### src/rtl/pcs_deskew_pkg.sv
// rtl/pcs_deskew_pkg.sv - shared deskew state encodings and default lane sizes
package pcs_deskew_pkg;

  typedef enum logic [2:0] {
    ST_UNLOCKED = 3'b001,
    ST_LOCKED   = 3'b010,
    ST_ERROR    = 3'b100
  } deskew_state_t;

  localparam int MAX_SKEW = 16;
  localparam int NB_BLOCK = 66;

endpackage

### src/rtl/lane_deskew_fifo_if.sv
// rtl/lane_deskew_fifo_if.sv - lane deskew block stream and control bundle
// o_skew_err exists only when LANE_DESKEW_ERR_EN is defined
interface lane_deskew_fifo_if #(
  parameter int NB_DATA  = pcs_deskew_pkg::NB_BLOCK,
  parameter int NB_COUNT = $clog2(pcs_deskew_pkg::MAX_SKEW) + 1,
  parameter int NB_DELAY = $clog2(pcs_deskew_pkg::MAX_SKEW)
);
  logic                i_enable;
  logic                i_resync;
  logic                i_set_delay;
  logic [NB_COUNT-1:0] i_lane_skew;
  logic [NB_DATA-1:0]  i_data;
  logic [NB_DATA-1:0]  o_data;
  logic                o_valid;
  logic [NB_DELAY-1:0] o_delay;
`ifdef LANE_DESKEW_ERR_EN
  logic                o_skew_err;
`endif

  modport master (
    output i_enable, i_resync, i_set_delay, i_lane_skew, i_data,
`ifdef LANE_DESKEW_ERR_EN
    input  o_skew_err,
`endif
    input  o_data, o_valid, o_delay
  );

  modport slave (
    input  i_enable, i_resync, i_set_delay, i_lane_skew, i_data,
`ifdef LANE_DESKEW_ERR_EN
    output o_skew_err,
`endif
    output o_data, o_valid, o_delay
  );

endinterface

### src/rtl/deskew_ram.sv
// rtl/deskew_ram.sv - simple dual-port RAM, synchronous write, asynchronous read
module deskew_ram #(
  parameter int   NB_DATA = 66,
  parameter int   DEPTH   = 16,
  localparam int  NB_ADDR = $clog2(DEPTH)
) (
  input  logic               clock,
  input  logic               wr_en,
  input  logic [NB_ADDR-1:0] wr_addr,
  input  logic [NB_DATA-1:0] wr_data,
  input  logic [NB_ADDR-1:0] rd_addr,
  output logic [NB_DATA-1:0] rd_data
);

  logic [NB_DATA-1:0] mem [DEPTH];

  always_ff @(posedge clock) begin
    if (wr_en) begin
      mem[wr_addr] <= wr_data;
    end
  end

  assign rd_data = mem[rd_addr];

endmodule

### src/rtl/lane_deskew_fifo.sv
// rtl/lane_deskew_fifo.sv - per-lane programmable delay line for PCS deskew
// LANE_DESKEW_ERR_EN adds the ERROR state and o_skew_err; otherwise bad skew is clamped
module lane_deskew_fifo #(
  parameter int NB_DATA  = pcs_deskew_pkg::NB_BLOCK,
  parameter int MAX_SKEW = pcs_deskew_pkg::MAX_SKEW
) (
  input  logic              i_clock,
  input  logic              i_reset,
  lane_deskew_fifo_if.slave bus
);
  import pcs_deskew_pkg::*;

  localparam int DEPTH    = MAX_SKEW;
  localparam int NB_PTR   = $clog2(DEPTH);
  localparam int NB_COUNT = NB_PTR + 1;

  deskew_state_t       state;
  logic [NB_PTR-1:0]   wr_ptr;
  logic [NB_PTR-1:0]   delay;
  logic [NB_PTR-1:0]   rd_addr;
  logic [NB_PTR-1:0]   cap_delay;
  logic [NB_COUNT-1:0] fill;
  logic [NB_COUNT-1:0] fill_next;
  logic [NB_DATA-1:0]  rd_data;
  logic [NB_DATA-1:0]  data_q;
  logic                valid_q;
  logic                skew_ok;
`ifdef LANE_DESKEW_ERR_EN
  logic                skew_err_q;
`endif

  // Pointer subtraction wraps modulo DEPTH, so wr_ptr < delay needs no special case
  assign rd_addr   = wr_ptr - delay;
  assign fill_next = (fill == NB_COUNT'(DEPTH)) ? fill : fill + 1'b1;
  assign skew_ok   = bus.i_lane_skew < NB_COUNT'(MAX_SKEW);
  assign cap_delay = skew_ok ? bus.i_lane_skew[NB_PTR-1:0] : {NB_PTR{1'b1}};

  deskew_ram #(
    .NB_DATA (NB_DATA),
    .DEPTH   (DEPTH)
  ) u_ram (
    .clock   (i_clock),
    .wr_en   (bus.i_enable),
    .wr_addr (wr_ptr),
    .wr_data (bus.i_data),
    .rd_addr (rd_addr),
    .rd_data (rd_data)
  );

  // fill survives resync: the RAM keeps valid history across re-alignment
  always_ff @(posedge i_clock) begin
    if (i_reset) begin
      wr_ptr <= '0;
      fill   <= '0;
      data_q <= '0;
    end else if (bus.i_enable) begin
      wr_ptr <= wr_ptr + 1'b1;
      fill   <= fill_next;
      data_q <= (delay == '0) ? bus.i_data : rd_data;
    end
  end

  // o_valid looks ahead at fill_next and the delay about to be applied
  always_ff @(posedge i_clock) begin
    if (i_reset) begin
      state      <= ST_UNLOCKED;
      delay      <= '0;
      valid_q    <= 1'b0;
`ifdef LANE_DESKEW_ERR_EN
      skew_err_q <= 1'b0;
`endif
    end else if (bus.i_enable) begin
      if (bus.i_resync) begin
        state      <= ST_UNLOCKED;
        delay      <= '0;
        valid_q    <= 1'b0;
`ifdef LANE_DESKEW_ERR_EN
        skew_err_q <= 1'b0;
`endif
      end else if (bus.i_set_delay && state != ST_ERROR) begin
`ifdef LANE_DESKEW_ERR_EN
        if (!skew_ok) begin
          state      <= ST_ERROR;
          valid_q    <= 1'b0;
          skew_err_q <= 1'b1;
        end else
`endif
        begin
          state   <= ST_LOCKED;
          delay   <= cap_delay;
          valid_q <= fill_next > {1'b0, cap_delay};
        end
      end else begin
        valid_q <= (state == ST_LOCKED) && (fill_next > {1'b0, delay});
      end
    end
  end

  assign bus.o_data     = data_q;
  assign bus.o_valid    = valid_q;
  assign bus.o_delay    = delay;
`ifdef LANE_DESKEW_ERR_EN
  assign bus.o_skew_err = skew_err_q;
`endif

endmodule

### src/flat_wrapper.sv
// flat-port wrapper written by rule: the top's interface ports become plain ports
module lane_deskew_fifo_flat import pcs_deskew_pkg::*;
#(
  parameter int NB_DATA  = pcs_deskew_pkg::NB_BLOCK,
  parameter int MAX_SKEW = pcs_deskew_pkg::MAX_SKEW
)
  (i_clock, i_reset, bus_i_enable, bus_i_resync, bus_i_set_delay, bus_i_lane_skew, bus_i_data, bus_o_data, bus_o_valid, bus_o_delay);
  lane_deskew_fifo_if #(.NB_DATA(NB_DATA), .NB_COUNT(5), .NB_DELAY(4)) bus_i ();
  input  logic i_clock;
  input  logic i_reset;
  input wire logic [$bits(bus_i.i_enable)-1:0] bus_i_enable;
  input wire logic [$bits(bus_i.i_resync)-1:0] bus_i_resync;
  input wire logic [$bits(bus_i.i_set_delay)-1:0] bus_i_set_delay;
  input wire logic [$bits(bus_i.i_lane_skew)-1:0] bus_i_lane_skew;
  input wire logic [$bits(bus_i.i_data)-1:0] bus_i_data;
  output wire logic [$bits(bus_i.o_data)-1:0] bus_o_data;
  output wire logic [$bits(bus_i.o_valid)-1:0] bus_o_valid;
  output wire logic [$bits(bus_i.o_delay)-1:0] bus_o_delay;
  assign bus_i.i_enable = bus_i_enable;
  assign bus_i.i_resync = bus_i_resync;
  assign bus_i.i_set_delay = bus_i_set_delay;
  assign bus_i.i_lane_skew = bus_i_lane_skew;
  assign bus_i.i_data = bus_i_data;
  assign bus_o_data = bus_i.o_data;
  assign bus_o_valid = bus_i.o_valid;
  assign bus_o_delay = bus_i.o_delay;
  lane_deskew_fifo #(.NB_DATA(NB_DATA), .MAX_SKEW(MAX_SKEW)) u_core (.i_clock(i_clock), .i_reset(i_reset), .bus(bus_i));
endmodule
### config.mk
export PLATFORM = sky130hd
export DESIGN_NAME = lane_deskew_fifo_flat
export DESIGN_NICKNAME = d
export VERILOG_FILES = /design/src/rtl/pcs_deskew_pkg.sv /design/src/rtl/lane_deskew_fifo_if.sv /design/src/rtl/deskew_ram.sv /design/src/rtl/lane_deskew_fifo.sv /design/src/flat_wrapper.sv
export SDC_FILE = /design/constraint.sdc
export NUM_CORES = 1
export LEC_CHECK = 0
export ABC_AREA = 1
export CAP_MARGIN = 20
export CORE_AREA = 4 4 320 322
export CTS_BUF_LIST = sky130_fd_sc_hd__clkbuf_4
export CTS_CLUSTER_DIAMETER = 60
export CTS_CLUSTER_SIZE = 28
export DETAILED_ROUTE_END_ITERATION = 6
export DIE_AREA = 0 0 324 326
export PLACE_DENSITY = 0.6
export SETUP_SLACK_MARGIN = 0.2
export SYNTH_ARGS = -nofsm -noshare
export SYNTH_HDL_FRONTEND = slang
export SYNTH_SLANG_ARGS = --single-unit
### constraint.sdc
create_clock -name i_clock -period 10.1 [get_ports i_clock]
set_input_delay 2.02 -clock i_clock [delete_from_list [all_inputs] [get_ports i_clock]]
set_output_delay 2.02 -clock i_clock [all_outputs]
set_load 0.02 [all_outputs]
==> reports/metrics.csv <==
stage,metric,value,unit
synthesis,adder-cell share of the synthesized area,0.00457,
worst_hold_path,Hold Path Class,flip-flop to flip-flop,
synthesis,XOR/XNOR Fraction of Synth Area,0.00113,
timing,Slew Limit Fails,0,
worst_setup_path,Setup CP Type,flip-flop to flip-flop,
synthesis,Synth cell types,30,
worst_setup_path,CP Buf/Inv Count,4,
timing,"Min Clock Period, post-route",5.13,ns
clock_network,clk root buf,clkbuf_4,
worst_setup_path,endpoint class of the critical path,flip-flop,
worst_setup_path,Worst R2R Path Depth,13,
routing,DRC,0,
synthesis,post-synthesis mux area share,0,
timing,f_max,195,MHz
routing,post-DR wirelength/cell,22.6,µm
worst_setup_path,CP required,10.94,ns
routing,Final ANT Viol Nets,0,
floorplan,Starting Density,0.457,
timing,RSZ-0062 raised after global routing,false,
global_route,first-pass GRT wire length,172,mm
placed_design,placed cells,4907,
worst_setup_path,max incr delay on CP,1.36,ns
synthesis,Synth Area in Simple Gates,0.102,
worst_setup_path,slowest CP cell,fa_4,
worst_setup_path,startpoint types,flip-flop,
pwr,P_leak,15.8,nW
clock_network,clock tree buffer depth,3,
synthesis,syn avg cell area,12.4,µm²
timing,Setup Skew,0.0804,ns
clock_network,H-tree Lvls,3,
routing,metal2 WL,53.2,mm
worst_hold_path,hold path depth,2,
floorplan,DIE AREA,106000,µm²
synthesis,post-synthesis compound-gate area fraction,0.126,
worst_setup_path,Crit path depth,13,
timing,"Hold Violations, Final",0,
routing,top layer in use,met4,
timing,WHS,0.483,ns
timing,Slew @ Worst Pin,1.14,ns
global_route,all-layer global routing usage,0.213,
global_route,largest net degree at the start of global routing,249,
floorplan,CORE AREA,99600,µm²
clock_network,CTS buffer count,82,
routing,met1 wire length,51.9,mm
global_route,global route overflow,0,
pwr,Peak supply drop,0.100,mV
placed_design,dpl hpwl,57.4,mm
timing,setup TNS,0,ns
clock_network,cts repair resizes,0,
floorplan,I/O Pins,147,
pwr,PwrDens,184,nW/µm²
routing,Vias,28657,
finish,Finished Layout Cells,5066,
finish,area grow syn2layout,8.90,%
floorplan,Die X,324,µm
finish,fraction of layout instances using a drive strength above 1,0.0619,
clock_network,Post-CTS Setup Inserts,0,
run_status,status,"finished, final reports clean",
timing,final setup margin,4.97,ns
placed_design,number of port buffers,146,
finish,design area,49500,µm²
worst_setup_path,worst-path cell chain,inv_1 > ha_4 > inv_1 > fa_4 > buf_12 > nand2_1 > nand4_1 > a21oi_1 > nand3_4 > buf_4 > o21ai_0 > a21oi_1 > nor2_1,
worst_setup_path,CP Max Fanout,186,
clock_network,clk sinks,1138,
clock_network,CTS tree,done,
synthesis,Syn Std Cell Area,45500,µm²
placed_design,Post-Place Worst Slack,4.43,ns
synthesis,register bit total from synthesis,1138,
global_route,number of global-route vias before repair,26776,
routing,final WL,115,mm
timing,max_slew headroom,0.241,
clock_network,clock-pin slew on the worst setup and hold paths,0.19,ns
worst_setup_path,Worst Path Arrival,5.97,ns
synthesis,YS warnings,0,
synthesis,post-synthesis sequential area ratio,0.734,
synthesis,Syn Inst Count,3681,
clock_network,"Clk Latency, worst-skew pair",1.00,ns
pwr,overall power,9.09,mW
routing,met3 WL,7.18,mm
global_route,initial antenna violation count,2,
worst_setup_path,"CP delay by family, top",buffers and inverters,
routing,First-pass DRT Iterations,6,
placed_design,placed inst area,47900,µm²
synthesis,largest family of logic cells by synthesized area,compound AO/OA/AOI/OAI gates,
finish,fin util,0.497,
timing,final setup vio count,0,
placed_design,GP Congestion,0.763,
floorplan,Die H,326,µm
floorplan,Core Rows,116,
finish,NumNets Final,3787,
timing,crit share post-route,0.508,
synthesis,Syn Nets,3773,
routing,Via density,5.66,
run,Max-cap violations,0,
clock_network,hold_buf cts,0,
routing,initial DRC count,3154,
finish,Fill cells,8711,
[final timing paths]
path,startpoint,end,slack (ns)
setup / recovery,u_core.wr_ptr[0]$_SDFFE_PP0P_,u_core.bus.o_data[1]$_SDFFE_PP0P_,4.97
hold / removal,u_core.state[1]$_SDFFE_PP0P_,u_core.state[1]$_SDFFE_PP0P_,0.48
setup reg to reg,u_core.wr_ptr[0]$_SDFFE_PP0P_,u_core.bus.o_data[1]$_SDFFE_PP0P_,4.97
hold reg to reg,u_core.state[1]$_SDFFE_PP0P_,u_core.state[1]$_SDFFE_PP0P_,0.48
[power breakdown]
group | switching (mW) | internal (mW)
Clock | 1.64 | 0.760
Sequential | 0.0358 | 5.24
Combinational | 0.989 | 0.423
[kinds of logic (layout without fill, tap and decap cells)]
kind of cell,Yosys count,count (layout)
xor gates and xnor gates,5,5
adders and majority gates,16,16
other,0,3
DFF,1138,1138
buffers and inverters,345,429
and+or+nand+nor,1168,1168
AOI/OAI and AO/OA,1009,1009
[layout make-up]
class                      instances  area, µm²  area share
multi-input combinational       2198      10800       0.218
sequential                      1138      33400       0.674
clock buffer                      89        668      0.0135
clock inverter                    65        853      0.0172
inverter                          88        344     0.00695
antenna                            3       7.51    0.000152
timing repair buffer             187       1860      0.0376
tap                             1298       1620      0.0328
[cells in the final DEF (no fill, tap or decap), types with 2 or more instances in the layout]
cell,count
nor2_1,854
buf_12,4
edfxtp_1,1056
inv_16,4
clkinv_1,6
nand4_1,4
clkinv_2,4
bufinv_16,8
clkdlybuf4s50_1,145
clkbuf_4,89
inv_1,83
buf_16,2
inv_2,2
inv_8,8
a21oi_1,86
nand3_1,156
o21ai_1,6
o21ai_0,651
xor2_1,2
clkinv_4,6
ha_1,14
dfxtp_1,82
nand2_1,119
diode_2,3
inv_6,15
or2_2,15
xnor2_2,2
inv_12,7
buf_4,35
clkinvlp_4,4
clkinv_8,6
nor2_4,16
o211ai_1,264
[synth_stat cells]
library cell | instances | share of area
edfxtp_1 | 1056 | 0.70
nor2_1 | 870 | 0.072
o21ai_0 | 651 | 0.072
o211ai_1 | 264 | 0.044
nand3_1 | 156 | 0.017
clkbuf_1 | 128 | 0.011
nand2_1 | 119 | 0.0098
buf_2 | 99 | 0.011
a21oi_1 | 86 | 0.0095
inv_1 | 84 | 0.0069
dfxtp_1 | 82 | 0.036
buf_4 | 15 | 0.0025
ha_1 | 15 | 0.0041
or2_2 | 15 | 0.0021
buf_1 | 12 | 0.00099
o21ai_1 | 6 | 0.00066
nand4_1 | 4 | 0.00055
buf_6 | 3 | 0.00074
xor2_1 | 3 | 0.00058
clkinv_1 | 2 | 0.00017
inv_2 | 2 | 0.00017
a21boi_0 | 1 | 0.00017
fa_1 | 1 | 0.00044
nand2_2 | 1 | 0.00014
nand3_2 | 1 | 0.00022
nor3_1 | 1 | 0.00011
nor4_1 | 1 | 0.00014
o21a_1 | 1 | 0.00017
xnor2_1 | 1 | 0.00019
xnor2_2 | 1 | 0.00036
[state kept, by name, indices dropped and copies added, names as in the netlist]
signal	flops
u_core.u_ram.mem	1056
u_core.bus.o_data	66
u_core.fill	5
u_core.bus.o_delay	4
u_core.wr_ptr	4
u_core.state	2
u_core.bus.o_valid	1
[worst reg2reg max path, delay by kind of cell (launching register included)]
family                   cells  cell delay [ns]
buffers and inverters        4             1.56
AO/OA/AOI/OAI                3             0.48
AND/OR/NAND/NOR              4             1.01
adder cells (fa/ha/maj)      2             1.52
flip-flops                   1             0.40
[per-layer routing]
metal / GRT usage / vias to the layer above
met5: 0 / -
met4: 0.0524 / 0
met3: 0.0245 / 117
met2: 0.335 / 920
met1: 0.319 / 14229
li1: - / 13391
Power figures use the tool's default switching activity.
